$ cat src/rtl/roi_area_stats_pkg.sv
`default_nettype none
// ----------------------------------------------------------------------
// roi_area_stats_pkg : shared field layout and default widths
// Rev 1.0
// ----------------------------------------------------------------------
package roi_area_stats_pkg;

  localparam int c_DEF_CW = 12;
  localparam int c_DEF_AW = 20;

  // Field slots within one channel word, {v_r, v_l, h_r, h_l} from MSB down.
  // The bbox word reuses the same slots for {max_v, min_v, max_h, min_h}.
  localparam int c_FLD_H_L = 0;
  localparam int c_FLD_H_R = 1;
  localparam int c_FLD_V_L = 2;
  localparam int c_FLD_V_R = 3;
  localparam int c_NUM_FLD = 4;

  function automatic int fld_lsb(input int fld, input int cw);
    return fld * cw;
  endfunction

endpackage
`default_nettype wire

$ cat src/rtl/roi_area_ch.sv
`default_nettype none
// ----------------------------------------------------------------------
// roi_area_ch : one window - shadow bounds, area/saturation, bbox, latch
// Rev 1.0
// ----------------------------------------------------------------------
module roi_area_ch
  import roi_area_stats_pkg::*;
#(
  parameter int CW        = c_DEF_CW,
  parameter int AW        = c_DEF_AW,
  parameter int MATCH_VAL = 0,
  parameter int STRICT    = 1
) (
  input  logic                  pixelclk,
  input  logic                  reset_n,
  input  logic                  frame,
  input  logic                  pix_valid,
  input  logic                  wb,
  input  logic [CW-1:0]         h,
  input  logic [CW-1:0]         v,
  input  logic [c_NUM_FLD*CW-1:0] bounds,
  output logic [AW-1:0]         area,
  output logic [c_NUM_FLD*CW-1:0] bbox,
  output logic                  bbox_valid,
  output logic                  area_sat
);

  localparam int c_HL = fld_lsb(c_FLD_H_L, CW);
  localparam int c_HR = fld_lsb(c_FLD_H_R, CW);
  localparam int c_VL = fld_lsb(c_FLD_V_L, CW);
  localparam int c_VR = fld_lsb(c_FLD_V_R, CW);
  localparam logic          c_MATCH   = 1'(MATCH_VAL);
  localparam logic [AW-1:0] c_ACC_MAX = {AW{1'b1}};

  logic [CW-1:0]           r_h_l, r_h_r, r_v_l, r_v_r;
  logic [AW-1:0]           r_acc;
  logic                    r_seen, r_sat;
  logic [CW-1:0]           r_min_h, r_max_h, r_min_v, r_max_v;
  logic [AW-1:0]           r_lat_area;
  logic [c_NUM_FLD*CW-1:0] r_lat_bbox;
  logic                    r_lat_valid, r_lat_sat;
  logic                    w_match;

  function automatic logic in_span(input logic [CW-1:0] x, input logic [CW-1:0] lo,
                                   input logic [CW-1:0] hi);
    return (STRICT != 0) ? ((lo < x) && (x < hi)) : ((lo <= x) && (x <= hi));
  endfunction

  assign w_match = pix_valid && !frame && (wb == c_MATCH) &&
                   in_span(h, r_h_l, r_h_r) && in_span(v, r_v_l, r_v_r);

  always_ff @(posedge pixelclk or negedge reset_n) begin
    if (!reset_n) begin
      r_h_l       <= '0;
      r_h_r       <= '0;
      r_v_l       <= '0;
      r_v_r       <= '0;
      r_acc       <= '0;
      r_seen      <= 1'b0;
      r_sat       <= 1'b0;
      r_min_h     <= '0;
      r_max_h     <= '0;
      r_min_v     <= '0;
      r_max_v     <= '0;
      r_lat_area  <= '0;
      r_lat_bbox  <= '0;
      r_lat_valid <= 1'b0;
      r_lat_sat   <= 1'b0;
    end else if (frame) begin
      // Trackers are cleared to zero, so an empty channel latches a zero bbox.
      r_lat_area  <= r_acc;
      r_lat_bbox  <= {r_max_v, r_min_v, r_max_h, r_min_h};
      r_lat_valid <= r_seen;
      r_lat_sat   <= r_sat;
      r_acc       <= '0;
      r_seen      <= 1'b0;
      r_sat       <= 1'b0;
      r_min_h     <= '0;
      r_max_h     <= '0;
      r_min_v     <= '0;
      r_max_v     <= '0;
      r_h_l       <= bounds[c_HL +: CW];
      r_h_r       <= bounds[c_HR +: CW];
      r_v_l       <= bounds[c_VL +: CW];
      r_v_r       <= bounds[c_VR +: CW];
    end else if (w_match) begin
      if (r_acc == c_ACC_MAX) r_sat <= 1'b1;
      else                    r_acc <= r_acc + 1'b1;
      if (!r_seen) begin
        r_seen  <= 1'b1;
        r_min_h <= h;
        r_max_h <= h;
        r_min_v <= v;
        r_max_v <= v;
      end else begin
        if (h < r_min_h) r_min_h <= h;
        if (h > r_max_h) r_max_h <= h;
        if (v < r_min_v) r_min_v <= v;
        if (v > r_max_v) r_max_v <= v;
      end
    end
  end

  assign area       = r_lat_area;
  assign bbox       = r_lat_bbox;
  assign bbox_valid = r_lat_valid;
  assign area_sat   = r_lat_sat;

endmodule
`default_nettype wire

$ cat src/rtl/roi_area_stats.sv
`default_nettype none
// ----------------------------------------------------------------------
// roi_area_stats : multi-window binary-pixel area and bounding-box stats
// Rev 1.0
// ----------------------------------------------------------------------
module roi_area_stats
  import roi_area_stats_pkg::*;
#(
  parameter int NUM_ROI   = 4,
  parameter int CW        = c_DEF_CW,
  parameter int AW        = c_DEF_AW,
  parameter int MATCH_VAL = 0,
  parameter int STRICT    = 1
) (
  input  logic                            pixelclk,
  input  logic                            reset_n,
  input  logic                            i_vsync_pos,
  input  logic                            pix_valid,
  input  logic                            wb,
  input  logic [CW-1:0]                   hcount,
  input  logic [CW-1:0]                   vcount,
  input  logic [NUM_ROI*c_NUM_FLD*CW-1:0] roi_bounds,
  output logic [NUM_ROI*AW-1:0]           area,
  output logic [NUM_ROI*c_NUM_FLD*CW-1:0] bbox,
  output logic [NUM_ROI-1:0]              bbox_valid,
  output logic [NUM_ROI-1:0]              area_sat,
  output logic                            frame_done
);

  localparam int c_CH_W = c_NUM_FLD * CW;

  logic          r_valid, r_wb, r_vsync, r_frame_done;
  logic [CW-1:0] r_h, r_v;

  always_ff @(posedge pixelclk or negedge reset_n) begin
    if (!reset_n) begin
      r_valid      <= 1'b0;
      r_wb         <= 1'b0;
      r_vsync      <= 1'b0;
      r_h          <= '0;
      r_v          <= '0;
      r_frame_done <= 1'b0;
    end else begin
      r_valid      <= pix_valid;
      r_wb         <= wb;
      r_vsync      <= i_vsync_pos;
      r_h          <= hcount;
      r_v          <= vcount;
      // Channels latch on the same edge, so results and pulse appear together.
      r_frame_done <= r_vsync;
    end
  end

  assign frame_done = r_frame_done;

  generate
    for (genvar k = 0; k < NUM_ROI; k++) begin : g_ch
      roi_area_ch #(
        .CW        (CW),
        .AW        (AW),
        .MATCH_VAL (MATCH_VAL),
        .STRICT    (STRICT)
      ) u_ch (
        .pixelclk   (pixelclk),
        .reset_n    (reset_n),
        .frame      (r_vsync),
        .pix_valid  (r_valid),
        .wb         (r_wb),
        .h          (r_h),
        .v          (r_v),
        .bounds     (roi_bounds[k*c_CH_W +: c_CH_W]),
        .area       (area[k*AW +: AW]),
        .bbox       (bbox[k*c_CH_W +: c_CH_W]),
        .bbox_valid (bbox_valid[k]),
        .area_sat   (area_sat[k])
      );
    end
  endgenerate

endmodule
`default_nettype wire
$ cat config.mk
export PLATFORM = sky130hd
export DESIGN_NAME = roi_area_stats
export DESIGN_NICKNAME = d
export VERILOG_FILES = /design/src/rtl/roi_area_stats_pkg.sv /design/src/rtl/roi_area_ch.sv /design/src/rtl/roi_area_stats.sv
export SDC_FILE = /design/constraint.sdc
export NUM_CORES = 1
export LEC_CHECK = 0
export BUFFER_PORTS_ARGS = -buffer_cell sky130_fd_sc_hd__buf_2
export CORE_UTILIZATION = 45
export DETAILED_ROUTE_END_ITERATION = 16
export MAX_ROUTING_LAYER = met4
export SLEW_MARGIN = 15
export SYNTH_ARGS = -nofsm -noshare
export SYNTH_HDL_FRONTEND = slang
export SYNTH_SLANG_ARGS = --single-unit
$ cat constraint.sdc
create_clock -name pixelclk -period 3.7 [get_ports pixelclk]
set_input_delay 0.74 -clock pixelclk [delete_from_list [all_inputs] [get_ports pixelclk]]
set_output_delay 0.74 -clock pixelclk [all_outputs]
set_load 0.02 [all_outputs]
# Word level (Yosys, flattened, before mapping)
# Index checks and enable logic that the tools add are counted.
dict set report classes {
  addsub 4
  order_cmp 32
  eq_ne 24
  n_mux 96
  n_bitwise 1
  reduce_logical 51
}
# op count
set op_table {}
lappend op_table {{two-way mux 12 bit} 64}
lappend op_table {{< comparator 12 bit} 24}
lappend op_table {{two-way mux 20 bit} 12}
lappend op_table {{greater-than comparator 12 bit} 8}
lappend op_table {{adder 20 x 1 -> 20 bit (second input constant)} 4}
lappend op_table {{== test 20 bit (second input constant)} 4}
lappend op_table {{inequality test 3 bit (second input constant)} 16}
lappend op_table {{AND reduction 2 bit} 24}
lappend op_table {{two-way mux 1 bit} 20}
lappend op_table {{logical AND 1 bit} 18}
lappend op_table {{nonzero test 2 bit} 8}
lappend op_table {{inequality test 2 bit (second input constant)} 4}
lappend op_table {{zero test 1 bit} 1}
lappend op_table {{inverter 1 bit} 1}
dict set report totals {
  reg_bits 780
  input_bits 221
  out_inout_bits 281
  elab_cells 274
}

# Depth between registers and ports, before layout
# Gate-level depths: netlist of run 1.
dict set report depth {
  ltp_word 7
  mapped_depth 12
  depth_no_buf 9
}

# Modules after synthesis
# Synthesis of run 1 repeated with hierarchy kept, for this count alone.
dict set report unflattened {
  hier_cells 3720
  hier_area_um2 40551.4
}
# mod instances cells_each area_per_inst_um2 seq_area_each_um2
set by_module_without_submodules {}
lappend by_module_without_submodules {{roi_area_ch at g_ch[0].u_ch ...} 3 923 9960.8 4704.5}
lappend by_module_without_submodules {{roi_area_ch at g_ch[3].u_ch} 1 923 9968.3 4704.5}
lappend by_module_without_submodules {roi_area_stats 1 28 700.7 700.7}

# Worst setup path after synthesis of run 1
# No wires, ideal clock.
dict set report synth_timing {
  kind {register to register}
  from {reg r_v[11]}
  to {reg g_ch[3].u_ch.r_acc[12]}
  setup_time_ns 0.078
  arrival_ns 3.173
  required_time_ns 3.622
  setup_slack_ns 0.449
  stages_incl_launch_ff 11
  path_buffers 1
  synth_period_minus_slack_ns 3.251
  path_cell_list {dfrtp_1 -> inv_1 -> ha_1 -> a22o_1 -> nor2_1 -> nand3_1 -> or4_4 -> or4_4 -> buf_6 -> or4_1 -> a21oi_1}
}
dict set report synth_via {
  elab_chain_len 5
  word_cells_on_any_way 6
  classes_between {2 x order compare; 4 x reduce/logical}
}
# element line
set synth_rtl {}
lappend synth_rtl {{start, declared} roi_area_stats.sv:33} ;# logic [CW-1:0] r_h, r_v;
lappend synth_rtl {{start signal, assigned} roi_area_stats.sv:48} ;# r_v <= vcount;
lappend synth_rtl {{< comparator 12 bit} roi_area_ch.sv:46} ;# return (STRICT != 0) ? ((lo < x) && (x < hi)) : ((lo <= x) && (x <= hi));
lappend synth_rtl {{logical AND 1 bit *} roi_area_ch.sv:46}
lappend synth_rtl {{logical AND 1 bit *} roi_area_ch.sv:50} ;# in_span(h, r_h_l, r_h_r) && in_span(v, r_v_l, r_v_r);
lappend synth_rtl {{nonzero test 2 bit (no line) *} -}
lappend synth_rtl {{AND reduction 2 bit (no line) *} -}
lappend synth_rtl {{end signal, assigned} roi_area_ch.sv:88} ;# else r_acc <= r_acc + 1'b1;
lappend synth_rtl {{end, declared} roi_area_ch.sv:36} ;# logic [AW-1:0] r_acc;
# Every way passes the cells marked *; elsewhere a longest branch is shown, timed or not.
# A chain may end at the register's enable or synchronous reset.

# Worst setup path in the final report of run 1
dict set report layout_timing {
  from {reg r_h[11]}
  to {reg g_ch[3].u_ch.r_acc[17]}
}
dict set report layout_via {
  elab_chain_len 6
  word_cells_on_any_way 7
  classes_between {2 x order compare; 5 x reduce/logical}
}
# element line
set layout_rtl {}
lappend layout_rtl {{start, declared} roi_area_stats.sv:33}
lappend layout_rtl {{start signal, assigned} roi_area_stats.sv:47} ;# r_h <= hcount;
lappend layout_rtl {{< comparator 12 bit} roi_area_ch.sv:46}
lappend layout_rtl {{logical AND 1 bit *} roi_area_ch.sv:46}
lappend layout_rtl {{logical AND 1 bit *} roi_area_ch.sv:49} ;# assign w_match = pix_valid && !frame && (wb == c_MATCH) &&
lappend layout_rtl {{logical AND 1 bit *} roi_area_ch.sv:50}
lappend layout_rtl {{nonzero test 2 bit (no line) *} -}
lappend layout_rtl {{AND reduction 2 bit (no line) *} -}
# Marked as above.

==> results.py, run 1 <==
metrics = {
    "status": {
        "status": "completed",
    },
    "sta": {
        "min_period_over_period_pct": 93.7,
        "final.setup.tns_ps": 0,
        "rsz0062_at_grt": "no",
        "max_clock_freq_mhz": 288,
        "setup_viol": 0,
        "fin_crit_ps": 3470,
        "fin_hold_ws_ps": 94.0,
        "max_slew_margin_pct": 22.6,
        "tightest_slew_ps": 1150,
        "timing.final.ws_setup_ps": 233,
        "slew_violations": 0,
        "finalClockSkew_ps": 22.7,
        "hold_viol_final": 0,
    },
    "floorplanning": {
        "die_area_um2": 89700,
        "io_pins": 502,
        "initial_utilization_pct": 45.6,
        "num_rows": 108,
        "fp.dieW_um": 300,
        "core-area_um2": 87300,
        "die_h_um": 300,
    },
    "placed_design": {
        "preCtsSetupSlack_ps": 169,
        "hpwl_mm": 91.9,
        "io_buffers": 501,
        "gp_congestion": 0.937,
        "place_area_um2": 44300,
        "placedCellCount": 5257,
    },
    "clock_tree": {
        "cts_sinks": 780,
        "post_cts_buffers": 0,
        "cts_root_buffer": "clkbuf_16",
        "numCtsBuffers": 89,
        "cts_buffer_depth": 3,
        "htree_levels": 3,
        "cts_tree": "done",
        "clkTransAtPathRegs_ps": 60,
        "clk_latency_ps": 640,
    },
    "setup_path": {
        "critPathKind": "reg -> reg",
        "critPathLaunchType": "flip-flop",
        "required_ps": 4250,
        "worstSetupEndpointType": "flip-flop",
        "path_max_fanout": 28,
        "arrival_ps": 4020,
    },
    "pwr": {
        "netSwitchingPower_mw": 5.35,
        "pwr_density_cell_nw_per_um2": 437,
        "p_int_mw": 15.4,
        "clockPowerShare_pct": 45.4,
        "p_comb_share_pct": 11.0,
        "max-vdd-ir-drop_mv": 0.374,
        "pwr-share-seq_pct": 43.6,
        "p_leak_nw": 23.7,
        "swShare_pct": 25.8,
        "p_total_mw": 20.7,
    },
    "routing": {
        "drt-initial-drc-count": 2085,
        "vias": 30200,
        "drc": 0,
        "wl_per_cell_um": 23.2,
        "wl_mm": 126,
        "drtAntennaViolNets": 0,
        "viasPerCell": 5.57,
        "drt_first_pass_iters": 6,
    },
    "logic_synthesis": {
        "syn_area_um2": 39800,
        "synth_warnings": 0,
        "synth.avg_cell_area_um2": 10.9,
        "synth-edff-count": 0,
        "synth_top_cell_by_area": "dfrtp_1",
        "synth_top_area_share_pct": 49.0,
        "yosysSeqAreaShare_pct": 49.0,
        "async_flop_share_pct": 100,
        "synth_commonest_cells": "780 x dfrtp_1, 400 x mux2_2, 388 x nand2_1",
        "netlist-cell-type-count": 68,
        "ys.flop_type": "dfrtp_1",
        "synth_area_leaders": "dfrtp_1 49%, ha_1 11%, mux2_2 11%",
        "synth_nets": 4242,
        "netlist_instances": 3657,
        "synth.most_common_cell": "dfrtp_1",
        "synth-seq-cells": 780,
    },
    "cells_and_area": {
        "final_area_um2": 47400,
        "final_util_pct": 54.3,
        "finalNonFillerCells": 5426,
        "drive_gt1_share_pct": 28.1,
        "nNetsFinal": 4779,
        "area_delta_synth_final_pct": 19.0,
    },
    "global_route": {
        "grt_first_pass_wirelength_mm": 189,
        "antenna_found_initial": 11,
        "grt_overflow_total": 0,
        "track_usage_pct": 28.8,
        "grt_pass1_vias": 29900,
        "grt_start_max_net_pins": 183,
    },
    "run": {
        "max-cap-violations": 0,
    },
    "hold_path": {
        "hold_class": "in -> async",
    },
}
[layout make-up]
type                       instances  area (µm²)
clock inverter                    43         524
inverter                         326        1230
multi-input combinational       2385       18500
clock buffer                     121        2600
sequential                       780       19500
timing repair buffer             612        3600
fill                            7727       39900
tap                             1155        1450
antenna                            4        10.0
[layout by cell type (no fill, tap or decap), types with 14 or more instances in the layout]
cell	netlist	final
and3_1	25	25
buf_12	0	20
nor2b_1	30	30
dfrtp_1	780	778
a21o_1	46	46
clkbuf_8	0	17
nand2_1	388	388
clkbuf_16	0	93
or4_1	24	23
nor3_1	64	63
o31ai_1	23	23
nand2b_1	16	16
a21boi_0	15	15
buf_4	8	91
or3_1	48	48
nor4_1	18	18
o311ai_0	51	51
nor2_1	113	113
mux2_2	400	400
a21oi_1	146	145
a221o_1	45	45
ha_1	364	364
mux2i_1	76	76
clkinv_2	0	21
o211ai_1	36	36
a211oi_1	16	14
nand4_1	58	58
o21ai_0	161	161
buf_2	5	500
nand3_1	86	86
inv_1	326	325
[sequential cells by signal, summed over array words and instances, names as in the netlist]
| signal | count |
|---|---|
| r_v | 12 |
| g_ch.u_ch.area_sat | 4 |
| g_ch.u_ch.bbox | 192 |
| g_ch.u_ch.r_min_h | 48 |
| g_ch.u_ch.area | 80 |
| g_ch.u_ch.r_v_l | 48 |
| g_ch.u_ch.r_v_r | 48 |
| g_ch.u_ch.r_max_h | 48 |
| g_ch.u_ch.r_h_l | 48 |
| r_vsync | 1 |
| g_ch.u_ch.r_sat | 4 |
| r_h | 12 |
| g_ch.u_ch.r_seen | 4 |
| g_ch.u_ch.r_max_v | 48 |
| g_ch.u_ch.r_h_r | 48 |
| r_valid | 1 |
| r_wb | 1 |
| g_ch.u_ch.bbox_valid | 4 |
| g_ch.u_ch.r_acc | 80 |
| frame_done | 1 |
| g_ch.u_ch.r_min_v | 48 |
[power by group through the flow]
stage / logic, mW / clock network, mW / registers [mW]
floorplan: 1.21 / 0 / 9.18
global placement: 2.24 / 0 / 9.18
detailed placement: 2.27 / 0 / 9.19
CTS: 2.29 / 9.60 / 9.03
global route: 2.54 / 9.95 / 9.06
finish: 2.28 / 9.42 / 9.03
[worst max-delay path, cell delays in order (launching register included)]
cell     delay, ps
dfrtp_1        420
inv_1          200
ha_1           290
a22o_1         200
nor2_1          90
nand3_1         90
or4_4          600
or4_4          750
or4_1          550
a21oi_1        170
[routing by layer]
metal  track usage [%]  routed length (µm)
met5                 -                   0
met4              11.3                5030
met3              5.38                8040
met2              45.1               59000
met1              37.1               54000
[final timing paths]
kind,depth (start not counted),endpoint,startpoint,slack (ps)
setup / recovery,9,g_ch[3].u_ch.r_acc[17],r_h[11],230
hold / removal,1,g_ch[3].u_ch.bbox[15],reset_n,90
setup reg to reg,9,g_ch[3].u_ch.r_acc[17],r_h[11],230
hold reg to reg,1,g_ch[1].u_ch.bbox_valid,g_ch[1].u_ch.r_seen,500
max in group asynchronous,2,g_ch[0].u_ch.r_max_h[1],reset_n,2600
min in group pixelclk,1,r_valid,pix_valid,210
[kinds of logic (layout without fill, tap and decap cells)]
logic type	count (synthesis)	in the layout	synth area share, %
buffers and inverters	493	1102	4.77
other	0	4	0
and+or+nand+nor	919	920	11.1
DFF	780	780	49.0
adders and majority gates	364	364	11.4
AOI/OAI and AO/OA	624	624	10.5
xor gates and xnor gates	1	1	0.0220
muxes	476	476	13.2
[what timing repair did]
item	4_1_cts	5_1_grt
gates resized for setup	0	2
endpoints found under the setup margin	0	9
hold buffers	0	0
hold endpoints to repair	0	0
Power figures use the tool's default switching activity.
==> inputs of run 2 (changes only) <==
--- a/config.mk
+++ b/config.mk
@@ -6,6 +6,7 @@
 export NUM_CORES = 1
 export LEC_CHECK = 0
 export BUFFER_PORTS_ARGS = -buffer_cell sky130_fd_sc_hd__buf_2
+export CORE_MARGIN = 1.5
 export CORE_UTILIZATION = 45
 export DETAILED_ROUTE_END_ITERATION = 16
 export MAX_ROUTING_LAYER = met4
==> run 2 against run 1 <==
Against the previous run:
- flip-flop and latch count stayed put
- global-route usage fell by 0.36 points
- utilization shrank 0.37 points
- count of clock-buffer cells in the layout grew 6
- first-iteration DRC count up 0.96%
- power fell by 2.9%
- critical endpoint is now g_ch[3].u_ch.r_max_v[5]
- largest power group is now sequential cells
==> results.py, run 2 (synthesis results as in run 1) <==
metrics = {
    "clock_tree": {
        "htree_levels": 3,
        "clk_latency_ps": 640,
        "cts_sinks": 780,
        "post_cts_buffers": 0,
        "cts_tree": "done",
        "cts_buffer_depth": 3,
        "numCtsBuffers": 88,
        "cts_root_buffer": "clkbuf_16",
        "clkTransAtPathRegs_ps": 60,
        "holdBufCountCts": 0,
    },
    "sta": {
        "final.setup.tns_ps": 0,
        "timing.final.ws_setup_ps": 233,
        "max_slew_margin_pct": 22.4,
        "finalClockSkew_ps": 20.4,
        "hold_viol_final": 0,
        "fin_crit_ps": 3470,
        "min_period_over_period_pct": 93.7,
        "rsz0062_at_grt": "no",
        "slew_violations": 0,
        "tightest_slew_ps": 1160,
        "setup_viol": 0,
        "max_clock_freq_mhz": 288,
    },
    "status": {
        "status": "completed",
    },
    "cells_and_area": {
        "final_cell_mix": "779 x dfrtp_1, 500 x buf_2, 400 x mux2_2",
        "final_area_um2": 47100,
        "area_delta_synth_final_pct": 18.2,
        "largest_register_ff_count": 192,
        "drive_gt1_share_pct": 27.7,
        "nNetsFinal": 4771,
        "finalNonFillerCells": 5411,
        "mostFrequentLayoutCell": "dfrtp_1",
    },
    "placed_design": {
        "preCtsSetupSlack_ps": 160,
        "io_buffers": 501,
        "place_area_um2": 44200,
        "placedCellCount": 5251,
        "hpwl_mm": 91.4,
        "gp_congestion": 0.918,
    },
    "pwr": {
        "max-vdd-ir-drop_mv": 0.364,
        "p_leak_nw": 23.5,
        "pwr_density_cell_nw_per_um2": 427,
    },
    "setup_path": {
        "critPathKind": "reg -> reg",
        "path_max_fanout": 150,
        "required_ps": 4220,
        "critPathLaunchType": "flip-flop",
        "arrival_ps": 3990,
        "reg2reg_depth": 8,
        "worstSetupStartpoint": "r_vsync",
        "worstSetupEndpointType": "flip-flop",
        "r2r-start": "r_vsync",
    },
    "hold_path": {
        "hold_class": "in -> async",
    },
    "run": {
        "max-cap-violations": 0,
    },
    "routing": {
        "wl_mm": 125,
        "drt-initial-drc-count": 2105,
        "wl_per_cell_um": 23.2,
        "wl_met1_mm": 55.4,
        "vias": 30200,
        "viasPerCell": 5.59,
        "routed.top_layer": "met4",
        "route.met3.wl_mm": 6.62,
        "wl_met2_mm": 58.6,
        "drtAntennaViolNets": 0,
        "drt_first_pass_iters": 6,
        "drc": 0,
    },
    "floorplanning": {
        "initial_utilization_pct": 45.6,
        "num_rows": 108,
        "io_pins": 502,
        "fp.dieW_um": 301,
        "core-area_um2": 87300,
        "die_area_um2": 90300,
        "die_h_um": 301,
    },
    "global_route": {
        "track_usage_pct": 28.5,
        "grt_first_pass_wirelength_mm": 189,
        "grt_start_max_net_pins": 198,
        "antenna_found_initial": 6,
        "grt_overflow_total": 0,
        "grt_pass1_vias": 29700,
    },
}
run 2: area by class of cell:
cell class | instances | area (µm²)
clock inverters | 28 | 273
inverters | 326 | 1230
repair buffers | 606 | 3510
diodes | 5 | 12.5
fillers | 7850 | 40200
multi-input cells | 2384 | 18500
well taps | 1155 | 1450
flip-flops and latches | 780 | 19500
clock buffers | 127 | 2620
run 2: path summary, 6_finish.rpt:
| path | end | slack [ps] |
|---|---|---|
| hold reg to reg | g_ch[0].u_ch.r_sat | 500 |
| setup reg to reg | g_ch[3].u_ch.r_max_v[5] | 230 |
| min in group pixelclk | r_wb | 210 |
| max in group asynchronous | g_ch[0].u_ch.r_v_r[11] | 2600 |
| setup / recovery | g_ch[3].u_ch.r_max_v[5] | 230 |
| hold / removal | g_ch[3].u_ch.bbox[4] | 20 |
run 2: critical path, cell delays in order, from the launching register on:
cell	delay (ps)
dfrtp_4	500
buf_12	230
inv_6	360
buf_12	570
nand2_1	330
a21oi_1	230
buf_4	240
nor2_1	150
a221o_1	320
run 2: power by group:
| group | internal [mW] | switching (mW) | leakage, nW |
|---|---|---|---|
| registers | 8.83 | 0.206 | 10.4 |
| logic | 0.848 | 1.41 | 11.7 |
| clock network | 5.19 | 3.64 | 1.43 |
run 2: through the flow:
| stage | total power, mW | hold slack, ps | util [%] |
|---|---|---|---|
| 2_1_floorplan | 10.4 | 427 | - |
| 6_report | 20.1 | 23.7 | 54.0 |
| 4_1_cts | 20.3 | 8.45 | 53.9 |
| 5_1_grt | 20.9 | 31.9 | 54.0 |
| 3_3_place_gp | 11.4 | 474 | 50.6 |
| 3_5_place_dp | 11.4 | 484 | 50.6 |
run 2: metal layers:
metal | vias up | global-route usage (%)
met1 | 15000 | 37.5
li1 | 14200 | -
met2 | 844 | 44.6
met3 | 222 | 4.50
met5 | - | -
met4 | 0 | 10.2
run 2: what timing repair did:
action,CTS,global route
resized for setup,0,1
hold endpoints to repair,0,0
setup endpoints to repair,0,12
